--- src/rtl/ps2_host_sequencer.sv ---
// ps2_host_sequencer: PS/2 keyboard bring-up (0xFF/BAT) and LED command sequencer with retries and timeouts.
// Optional LED update path enabled by defining PS2_HOST_LED_EN.
module ps2_host_sequencer #(
  parameter int unsigned POWERUP_CYC      = 25000000,
  parameter int unsigned INHIBIT_CYC      = 5000,
  parameter int unsigned RESP_TIMEOUT_CYC = 1000000,
  parameter int unsigned BAT_TIMEOUT_CYC  = 50000000,
  parameter int unsigned MAX_RETRY        = 3
) (
  input  logic       CLOCK_50,
  input  logic       reset_n,
  input  logic       ps2_clk_in,
  input  logic       ps2_dat_in,
  output logic       ps2_clk_oe,
  output logic       ps2_dat_oe,
  input  logic [7:0] rx_byte,
  input  logic       rx_strobe,
  output logic       rx_inhibit,
  input  logic [2:0] led_state,
  input  logic       led_req,
  output logic       busy,
  output logic       kbd_ok,
  output logic [7:0] err_cnt
);
  typedef enum logic [2:0] {POWERUP, IDLE, TX_INHIBIT, TX_START, TX_BITS, TX_ACK, WAIT_ACK, WAIT_BAT} state_t;
  state_t state, state_n;
  logic clk_s0, clk_s1, dat_s0, dat_s1, fall;
  logic [31:0] timer, timer_n, retry, retry_n;
  logic [3:0] bit_idx, bit_idx_n;
  logic [7:0] tx_byte, tx_byte_n, err_n;
  logic [1:0] step, step_n;
  logic pend, pend_n, kbd_ok_n, dat_bit, retry_req, fail;
  logic clk_oe_n, dat_oe_n, rx_inhibit_n, busy_n;
`ifndef PS2_HOST_LED_EN
  logic unused_led;
  assign unused_led = ^{led_req, led_state};
`endif
  assign fall = clk_s1 & ~clk_s0;
  always_comb begin
    state_n = state;
    timer_n = timer + 32'd1;
    bit_idx_n = bit_idx;
    tx_byte_n = tx_byte;
    step_n = step;
    retry_n = retry;
    pend_n = pend;
    kbd_ok_n = kbd_ok;
    err_n = err_cnt;
    dat_bit = ps2_dat_oe;
    retry_req = 1'b0;
    fail = 1'b0;
`ifdef PS2_HOST_LED_EN
    if (led_req && state != IDLE) pend_n = 1'b1;
`endif
    case (state)
      POWERUP: if (timer >= POWERUP_CYC - 1) begin
        tx_byte_n = 8'hFF;
        step_n = 2'd0;
        retry_n = 32'd0;
        timer_n = 32'd0;
        state_n = TX_INHIBIT;
      end
      IDLE: begin
        timer_n = 32'd0;
`ifdef PS2_HOST_LED_EN
        if (pend || led_req) begin
          pend_n = 1'b0;
          tx_byte_n = 8'hED;
          step_n = 2'd1;
          retry_n = 32'd0;
          state_n = TX_INHIBIT;
        end
`endif
      end
      TX_INHIBIT: if (timer >= INHIBIT_CYC - 1) state_n = TX_START;
      TX_START: begin
        bit_idx_n = 4'd0;
        timer_n = 32'd0;
        state_n = TX_BITS;
      end
      TX_BITS: if (fall) begin
        bit_idx_n = bit_idx + 4'd1;
        dat_bit = bit_idx < 4'd8 ? ~tx_byte[bit_idx[2:0]] : bit_idx == 4'd8 ? ^tx_byte : 1'b0;
        if (bit_idx == 4'd9) state_n = TX_ACK;
      end else if (timer >= RESP_TIMEOUT_CYC - 1) retry_req = 1'b1;
      TX_ACK: if (fall) begin
        retry_req = dat_s1;
        timer_n = 32'd0;
        state_n = dat_s1 ? state : WAIT_ACK;
      end else if (timer >= RESP_TIMEOUT_CYC - 1) retry_req = 1'b1;
      WAIT_ACK: if (rx_strobe) begin
        if (rx_byte == 8'hFA) begin
          timer_n = 32'd0;
          if (step == 2'd0) state_n = WAIT_BAT;
`ifdef PS2_HOST_LED_EN
          else if (step == 2'd1) begin
            tx_byte_n = {5'b0, led_state};
            step_n = 2'd2;
            retry_n = 32'd0;
            state_n = TX_INHIBIT;
          end
`endif
          else state_n = IDLE;
        end else if (rx_byte == 8'hFE) retry_req = 1'b1;
      end else if (timer >= RESP_TIMEOUT_CYC - 1) retry_req = 1'b1;
      WAIT_BAT: if (rx_strobe) begin
        if (rx_byte == 8'hAA) begin
          kbd_ok_n = 1'b1;
          state_n = IDLE;
        end else if (rx_byte == 8'hFC) fail = 1'b1;
      end else if (timer >= BAT_TIMEOUT_CYC - 1) fail = 1'b1;
    endcase
    // a retry past the budget turns into a dropped command
    if (retry_req) begin
      if (retry >= MAX_RETRY) fail = 1'b1;
      else begin
        retry_n = retry + 32'd1;
        timer_n = 32'd0;
        state_n = TX_INHIBIT;
      end
    end
    if (fail) begin
      err_n = err_cnt + {7'd0, err_cnt != 8'hFF};
      if (step == 2'd0) kbd_ok_n = 1'b0;
      state_n = IDLE;
    end
    clk_oe_n = state_n == TX_INHIBIT;
    dat_oe_n = state_n == TX_START || ((state_n == TX_BITS || state_n == TX_ACK) && dat_bit);
    rx_inhibit_n = state_n inside {TX_INHIBIT, TX_START, TX_BITS, TX_ACK};
    busy_n = !(state_n == IDLE && !pend_n);
  end
  always_ff @(posedge CLOCK_50) begin
    clk_s0 <= ps2_clk_in;
    clk_s1 <= clk_s0;
    dat_s0 <= ps2_dat_in;
    dat_s1 <= dat_s0;
    if (!reset_n) begin
      state <= POWERUP;
      timer <= 32'd0;
      bit_idx <= 4'd0;
      tx_byte <= 8'hFF;
      step <= 2'd0;
      retry <= 32'd0;
      pend <= 1'b0;
      kbd_ok <= 1'b0;
      err_cnt <= 8'd0;
      ps2_clk_oe <= 1'b0;
      ps2_dat_oe <= 1'b0;
      rx_inhibit <= 1'b0;
      busy <= 1'b1;
    end else begin
      state <= state_n;
      timer <= timer_n;
      bit_idx <= bit_idx_n;
      tx_byte <= tx_byte_n;
      step <= step_n;
      retry <= retry_n;
      pend <= pend_n;
      kbd_ok <= kbd_ok_n;
      err_cnt <= err_n;
      ps2_clk_oe <= clk_oe_n;
      ps2_dat_oe <= dat_oe_n;
      rx_inhibit <= rx_inhibit_n;
      busy <= busy_n;
    end
  end
endmodule

--- config.mk ---
export PLATFORM = sky130hd
export DESIGN_NAME = ps2_host_sequencer
export DESIGN_NICKNAME = d
export VERILOG_FILES = /design/src/rtl/ps2_host_sequencer.sv
export SDC_FILE = /design/constraint.sdc
export NUM_CORES = 1
export LEC_CHECK = 0
export ABC_AREA = 1
export CELL_PAD_IN_SITES_DETAIL_PLACEMENT = 1
export CELL_PAD_IN_SITES_GLOBAL_PLACEMENT = 1
export CORE_ASPECT_RATIO = 0.6
export CORE_MARGIN = 3
export CORE_UTILIZATION = 46
export CTS_CLUSTER_SIZE = 40
export DETAILED_ROUTE_END_ITERATION = 7
export GPL_ROUTABILITY_DRIVEN = 0
export GPL_TIMING_DRIVEN = 0
export PLACE_DENSITY = 0.93
export SYNTH_ARGS = -nofsm -noshare
export SYNTH_HDL_FRONTEND = slang
export SYNTH_SLANG_ARGS = --single-unit
--- constraint.sdc ---
create_clock -name CLOCK_50 -period 2.7 [get_ports CLOCK_50]
set_clock_uncertainty 0.1 [all_clocks]
set_input_delay 0.675 -clock CLOCK_50 [delete_from_list [all_inputs] [get_ports CLOCK_50]]
set_output_delay 0.675 -clock CLOCK_50 [all_outputs]
set_load 0.05 [all_outputs]
---- Yosys cells after proc, flatten, opt, wreduce, memory -nomap -nowiden ----
Memories as Yosys holds them, arrays and structs flattened. A register that Yosys moved wholly into a read port is not among the register bits.
Index checks and enable logic that the tools add are counted.
operators by class
  add/subtract/negate cells ............... 4
  $lt $le $gt $ge ......................... 7
  equality and inequality tests ........... 19
  multiplexer cells ....................... 47
  bitwise logic cells ..................... 4
  reductions and logical operators ........ 11
operator list
  operator                 number
  $mux W32                 10
  $pmux W32 S4             1
  $add A32 B1 Y32 const B  2
  $mux W3                  15
  $eq A8 B8 Y1 const B     4
  $ge A32 B13 Y1 const B   1
  $ge A32 B2 Y1 const B    1
  $ge A32 B20 Y1 const B   1
  $ge A32 B25 Y1 const B   1
  $ge A32 B26 Y1 const B   1
  $pmux W3 S7              1
  $eq A3 B3 Y1 const B     6
  $mux W1                  17
  $eq A3 B2 Y1 const B     4
  $add A8 B1 Y8            1
  $ne A8 B8 Y1 const B     1
  $pmux W4 S2              1
  $eq A3 B1 Y1 const B     2
  $add A4 B1 Y4 const B    1
  $eq A4 B4 Y1 const B     1
  $lt A3 B4 Y1 const B     1
  $lt A4 B4 Y1 const B     1
  $mux W4                  1
  $reduce_bool A4 Y1       1
  12 further kinds         16
word-level totals
  register bits ........................... 88
  ROM bits ................................ 8
  input port bits ......................... 17
  output and inout bits ................... 13
  word-level logic and storage cells ...... 107
  memories kept ........................... 1
memory list
  memory           words  width  read ports  clocked after Yosys merged registers in  wr ports  RTL line  RTL
  (no name shown)  8      1      1           1                                        0         83        dat_bit = bit_idx < 4'd8 ? ~tx_byte[bit_idx[2:0]] : bit_idx == 4'd8 ? ^tx_byte : 1'b0;

---- Logic depth before layout (Yosys ltp) ----
Gate-level depths: netlist (run 1).
  depth after elaboration ................. 12
  depth in mapped cells ................... 18
  gate-level depth less buffers ........... 17

---- Least setup slack after synthesis (run 1) ----
OpenSTA, ideal clock, no wires.
  path kind ............................... flip-flop to flip-flop
  start point ............................. reg err_cnt[4]
  end point ............................... reg err_cnt[4]
  setup time .............................. 0.071 ns
  arrival time ............................ 1.909 ns
  data required time ...................... 2.529 ns
  slack ................................... 0.621 ns
  cell stages (with the launch flop) ...... 10
  path buffers ............................ 0
  clock period less this slack ............ 2.079 ns
  cells stage by stage .................... dfxtp_1 > nand2_1 > nor2_1 > nand4_1 > ha_1 > ha_1 > nand3_1 > xnor2_1 > nand2_1 > a21oi_1
between the ends
  cells in the longest elaborated chain, start to end .. 2
ends and longest elaborated chain
  element                   RTL line  RTL
  start: declaration        23        output logic [7:0] err_cnt
  start signal: assignment  160       err_cnt <= err_n;
  $ne A8 B8 Y1              123       err_n = err_cnt + {7'd0, err_cnt != 8'hFF};
  $add A8 B1 Y8 (*)         123
Mark *: on every way between the ends. The rest lies on a longest branch, timed or not.
A chain may end at the register's enable or synchronous reset.

---- Worst setup path after layout (run 1) ----
  start point ............................. in rx_strobe
  end point ............................... reg timer[20]
between the ends
  cells in the longest elaborated chain, start to end .. 4
ends and longest elaborated chain
  element                 RTL line  RTL
  start: declaration      17        input logic rx_strobe,
  $mux W32                91        WAIT_ACK: if (rx_strobe) begin
  $pmux W32 S4            55        case (state)
  $mux W32                115       if (retry >= MAX_RETRY) fail = 1'b1;
  $mux W32 (*)            114       if (retry_req) begin
  end signal: assignment  153       timer <= timer_n;
  end: declaration        28        logic [31:0] timer, timer_n, retry, retry_n;
Marks and branches as above.

==> reports/metrics.yaml, run 1 <==
synth_seq_cells: 88
p_leak_uw: 0.002017
cts_buffer_depth: 2
rsz0062_at_grt: "false"
postLayoutCellArea_um2: 4823
drc_errors: 0
worst_path_largest_cell_delay_ns: 0.49
wl_mm: 12.89
final_nets: 640
power_uw: 2699
syn-num-nets: 604
core_area_um2: 8621
h-tree-depth: 3
yosysTopAreaCell: "dfxtp_1"
vias: 3988
p_clk_share_pct: 48.4
path_clk_slew_ns: 0.07
drt_first_iter_violations: 245
synth_area_leaders: "dfxtp_1, nor2_1, nand2_1"
layout_min_cycle_time_ns: 2.563
setup_ws_ns: 0.1368
grt_use_total_pct: 26.85
outcome: "completed"
fmax_mhz: 390.1
place_hpwl_mm: 8.913
finalSetupViolations: 0
drv_slew: 0
die_h_um: 79.36
synth_top_area_share_pct: 42.71
syn-cell-area_um2: 4125
grt_pass1_wl_mm: 21.63
relSlewSlack_pct: 64.92
start_kind: "primary input"
finalSetupTns_ns: 0
pre_cts_slack_ns: -0.07550
wl_per_cell_um: 17.56
tightest_slew_ns: 0.5246
vdd_drop_max_uv: 496.3
placed_area_um2: 4516
drv_cap: 0
path_class: "in2reg"
io_pins: 30
switching_share_pct: 23.32
die_w_um: 128.3
worstHoldPathType: "reg2reg"
antenna_left: 0
crit_buf_inv: 3
cts_buffers: 9
yosys_warnings: 0
critical_path.slowest_cell: "clkdlybuf4s50_1"
area_growth_pct: 16.92
tritoncts: "built"
avgSynthCellArea_um2: 7.100
io_buffers: 25
vias_per_cell: 5.433
first_global_vias: 4243
endpoint_kind: "register"
crit_family: "simple AND/OR/NAND/NOR gates"
antenna_cells: 0
final_common_cell: "nor2_1"
crit_path_frequent_cell: "nand2_2"
yosysSeqAreaShare_pct: 42.71
seqPwrFrac_pct: 48.6
power_density_nw_per_um2: 559.6
insertion_delay_ns: 0.35
die_area_um2: 10180
finalCritPeriodShare_pct: 94.93
dr.pass1.iters: 5
p_comb_share_pct: 3.0
antenna_found_initial: 0
hold_viol: 0
worstPathArrival_ns: 2.68
netlist_instances: 581
p_int_uw: 2070
grt_max_degree: 17
rows: 26
p_sw_uw: 629.6
drive_gt1_share_pct: 9.646
root_buffer: "clkbuf_16"
worstPathMaxFanout: 10
grt_overflow: 0
initial_core_util_pct: 47.85
cts_setup_buffers: 0
worstPathCellList: "clkdlybuf4s50_1, inv_1, nor3_1, a31oi_1, nand2_2, nand2_2, nand3_2, buf_2, nor2_1"
cts.sinks: 88
ys_types: 32
layout_common_cells: "nor2_1, nand2_1, dfxtp_1, inv_1, nand3_1"
required_ns: 2.82
[registers in the layout, summed over array words and instances (netlist names)]
register,count
ps2_clk_oe,1
rx_inhibit,1
kbd_ok,1
timer,32
err_cnt,8
bit_idx,4
state,3
clk_s0,1
ps2_dat_oe,1
clk_s1,1
retry,32
dat_s1,1
dat_s0,1
busy,1
[Yosys cell counts]
cell type / number
nand3_1: 27
nand4_1: 10
nor3_2: 4
nor3_1: 20
nor2_1: 125
ha_1: 6
buf_6: 1
nand3b_1: 2
nor4_1: 5
inv_1: 62
a22oi_1: 1
buf_2: 6
nand2_2: 10
inv_2: 6
nand3_2: 4
clkbuf_1: 3
dfxtp_1: 88
a21oi_1: 17
xor2_1: 20
and3_1: 2
nor2_4: 2
nand4_2: 1
a211oi_1: 2
a21oi_4: 2
o21ai_1: 4
nor3b_1: 2
a31oi_1: 1
nor4_2: 1
xnor2_1: 5
nor2_2: 7
o21ai_0: 11
nand2_1: 124
[through the flow]
stage                     std cells  hold slack [ns]  utilization (%)
after floorplan                 581           0.2096                -
after global routing            734           0.2329            55.95
after detailed placement        718           0.2143            52.38
after CTS                       734           0.2313            55.88
final                           734           0.2288            55.95
after global placement          718           0.2101            52.38
[power groups by stage]
stage | registers (uW) | clock network (uW) | logic (uW)
6_report | 1310 | 1310 | 80.3
5_1_grt | 1310 | 1380 | 88.7
4_1_cts | 1310 | 1310 | 79.4
3_5_place_dp | 1340 | 0 | 77.5
3_3_place_gp | 1340 | 0 | 72.7
2_1_floorplan | 1340 | 0 | 39.6
[logic make-up after synthesis]
logic type / synth area share (%)
compound gates: 5.368
xor+xnor: 5.308
fa+ha+maj: 1.820
buf+inv: 7.461
flops: 42.71
simple gates: 37.34
[routing by layer]
metal  vias up  GRT usage (%)  routed length, um
met5         -              0                  0
met4         0          8.898                291
met3        40          7.728                878
met2       149          42.78               5714
met1      1893          35.00               6005
li1       1906              -                  -
[cell type report]
type	instances	area [um^2]
buffer	10	52.55
multi-input combinational	415	2062
fill	1119	3797
tap	112	140.1
sequential	88	1762
timing repair buffer	25	250.2
clock buffer	10	229.0
inverter	68	255.2
clock inverter	6	72.57
[what timing repair did]
item	in CTS	in global routing
gates resized for setup	0	1
hold buffers	0	0
setup endpoints to repair	0	3
[worst register-to-register path, stage by stage (launching register included)]
cell and delay, ns:
dfxtp_1 0.32, ha_1 0.22, nand2_1 0.11, inv_1 0.12
nand2_1 0.11, nand2_1 0.07, nand2_1 0.09, nand2_1 0.09
nand2_1 0.10, nand2_1 0.07, nand2_1 0.10, nand2_2 0.12
nand2_2 0.17, nand2_1 0.16, nor2_1 0.26, nand2_1 0.11
a21oi_1 0.14
[worst paths after layout]
kind	to	start	slack, ns	depth (start not counted)
worst min register to register	dat_s1	dat_s0	0.23	0
worst max register to register	rx_inhibit	timer[0]	0.16	16
worst min-delay path	dat_s1	dat_s0	0.23	0
worst max-delay path	timer[20]	rx_strobe	0.14	9
Power figures use the tool's default switching activity.
==> run 2, diff against run 1 <==
- CAP_MARGIN: not set -> 20
- SETUP_SLACK_MARGIN: not set -> 0.05
==> reports/metrics.yaml, run 2 (same netlist as run 1, synthesis figures left out) <==
hold_viol: 0  # unchanged
core_area_um2: 8621  # unchanged
grt_overflow: 0  # unchanged
worstPathMaxFanout: 10  # unchanged
finalCritPeriodShare_pct: 93.79  # was 94.93%
path_clk_slew_ns: 0.07  # about the same
tightest_slew_ns: 0.5247  # was 0.5246 ns
drc_errors: 0  # unchanged
area_growth_pct: 17.17  # was 16.92%
cts_buffer_depth: 2  # unchanged
die_area_um2: 10180  # unchanged
required_ns: 2.83  # was 2.82 ns
antenna_cells: 0  # unchanged
antenna_left: 0  # unchanged
hp-start: "dat_s0"  # unchanged
cts.sinks: 88  # unchanged
relSlewSlack_pct: 64.91  # was 64.92%
final_core_util_pct: 56.07  # was 55.95%
drv_cap: 0  # unchanged
io_buffers: 25  # unchanged
fmax_mhz: 394.9  # was 390.1 MHz
drive_gt1_share_pct: 9.968  # was 9.646%
vias_per_cell: 5.467  # was 5.433
r2r_slack_ns: 0.20  # was 0.16 ns
worstHoldPathType: "reg2reg"  # unchanged
insertion_delay_ns: 0.35  # about the same
grt_use_total_pct: 26.85  # unchanged
rsz0062_at_grt: "false"  # unchanged
outcome: "completed"  # unchanged
root_buffer: "clkbuf_16"  # unchanged
tritoncts: "built"  # unchanged
wl_mm: 12.96  # was 12.89 mm
final_nets: 640  # unchanged
path_class: "in2reg"  # unchanged
cts_setup_buffers: 0  # unchanged
layout_min_cycle_time_ns: 2.532  # was 2.563 ns
hold_buffers: 0  # unchanged
vias: 4013  # was 3988
postLayoutCellArea_um2: 4833  # was 4823 um^2
die_w_um: 128.3  # unchanged
h-tree-depth: 3  # unchanged
first_global_vias: 4243  # unchanged
io_pins: 30  # unchanged
vdd_drop_max_uv: 496.8  # was 496.3 uV
p_leak_uw: 0.002019  # was 0.002017 uW
crit-reg2reg-launch: "timer[0]"  # unchanged
worstPathArrival_ns: 2.66  # was 2.68 ns
power_density_nw_per_um2: 559.8  # was 559.6 nW/um^2
dr.pass1.iters: 5  # unchanged
worst_hold_slack_ns: 0.2293  # was 0.2288 ns
place_hpwl_mm: 8.913  # unchanged
die_h_um: 79.36  # unchanged
placed_area_um2: 4516  # unchanged
drv_slew: 0  # unchanged
layout_common_cells: "nand2_1, nor2_1, dfxtp_1, inv_1, nand3_1"  # was nor2_1, nand2_1, dfxtp_1, inv_1, nand3_1
drt_first_iter_violations: 299  # was 245
cts_buffers: 9  # unchanged
wl_per_cell_um: 17.65  # was 17.56 um
grt_pass1_wl_mm: 21.63  # unchanged
grt_max_degree: 17  # unchanged
initial_core_util_pct: 47.85  # unchanged
largestRegisters: "retry x32, timer x32, err_cnt x8"  # unchanged
rows: 26  # unchanged
endpoint_kind: "register"  # unchanged
antenna_found_initial: 0  # unchanged
crit_start: "rx_strobe"  # unchanged
finalSetupViolations: 0  # unchanged
start_kind: "primary input"  # unchanged
run 2: changes by cell type in the layout (fill, tap and decap cells not counted), sizes merged:
cell and change:
clkbuf +1, buf -1
run 2: area by class of cell:
type / instances / area [um^2]
multi-input combinational: 415 / 2069
clock inverter: 6 / 72.57
clock buffer: 10 / 229.0
tap: 112 / 140.1
buffer: 10 / 55.05
inverter: 68 / 255.2
sequential: 88 / 1762
fill: 1118 / 3787
timing repair buffer: 25 / 250.2
run 2: path summary, 6_finish.rpt:
path	end	depth (start not counted)
worst max-delay path	timer[20]	9
worst min-delay path	dat_s1	0
worst max register to register	timer[20]	15
worst min register to register	dat_s1	0
run 2: repair_timing:
| action | CTS | global route |
|---|---|---|
| setup endpoints to repair | 0 | 5 |
| hold endpoints to repair | 0 | 0 |
| gates resized for setup | 0 | 4 |
run 2: metrics by stage:
stage	instances	setup TNS, ns	total power [uW]	setup WS [ns]
6_report	734	0	2706	0.1676
2_1_floorplan	581	0	1381	0.6208
3_3_place_gp	718	0	1414	0.009891
4_1_cts	734	0	2702	0.2041
5_1_grt	734	0	2781	0.06195
3_5_place_dp	718	-0.8344	1419	-0.07550
run 2: worst max-delay path, cell delays in order:
cell	delay (ns)
clkdlybuf4s50_1	0.50
inv_1	0.12
nor3_1	0.34
a31oi_1	0.19
nand2_2	0.18
nand2_2	0.14
nand3_2	0.17
clkbuf_4	0.26
nor2_1	0.08
run 2: layer usage:
layer	track usage, %	vias to the layer above	routed length (um)
li1	-	1905	-
met1	35.00	1920	6063
met2	42.78	144	5715
met3	7.728	44	860
met4	8.898	0	318
met5	0	-	0
run 2: report_power, final:
part | switching, uW | internal (uW) | total [uW]
sequential | 5.86 | 1310 | 1310
clock | 578 | 734 | 1310
combinational | 51.3 | 30.6 | 81.9
total | 635 | 2070 | 2710
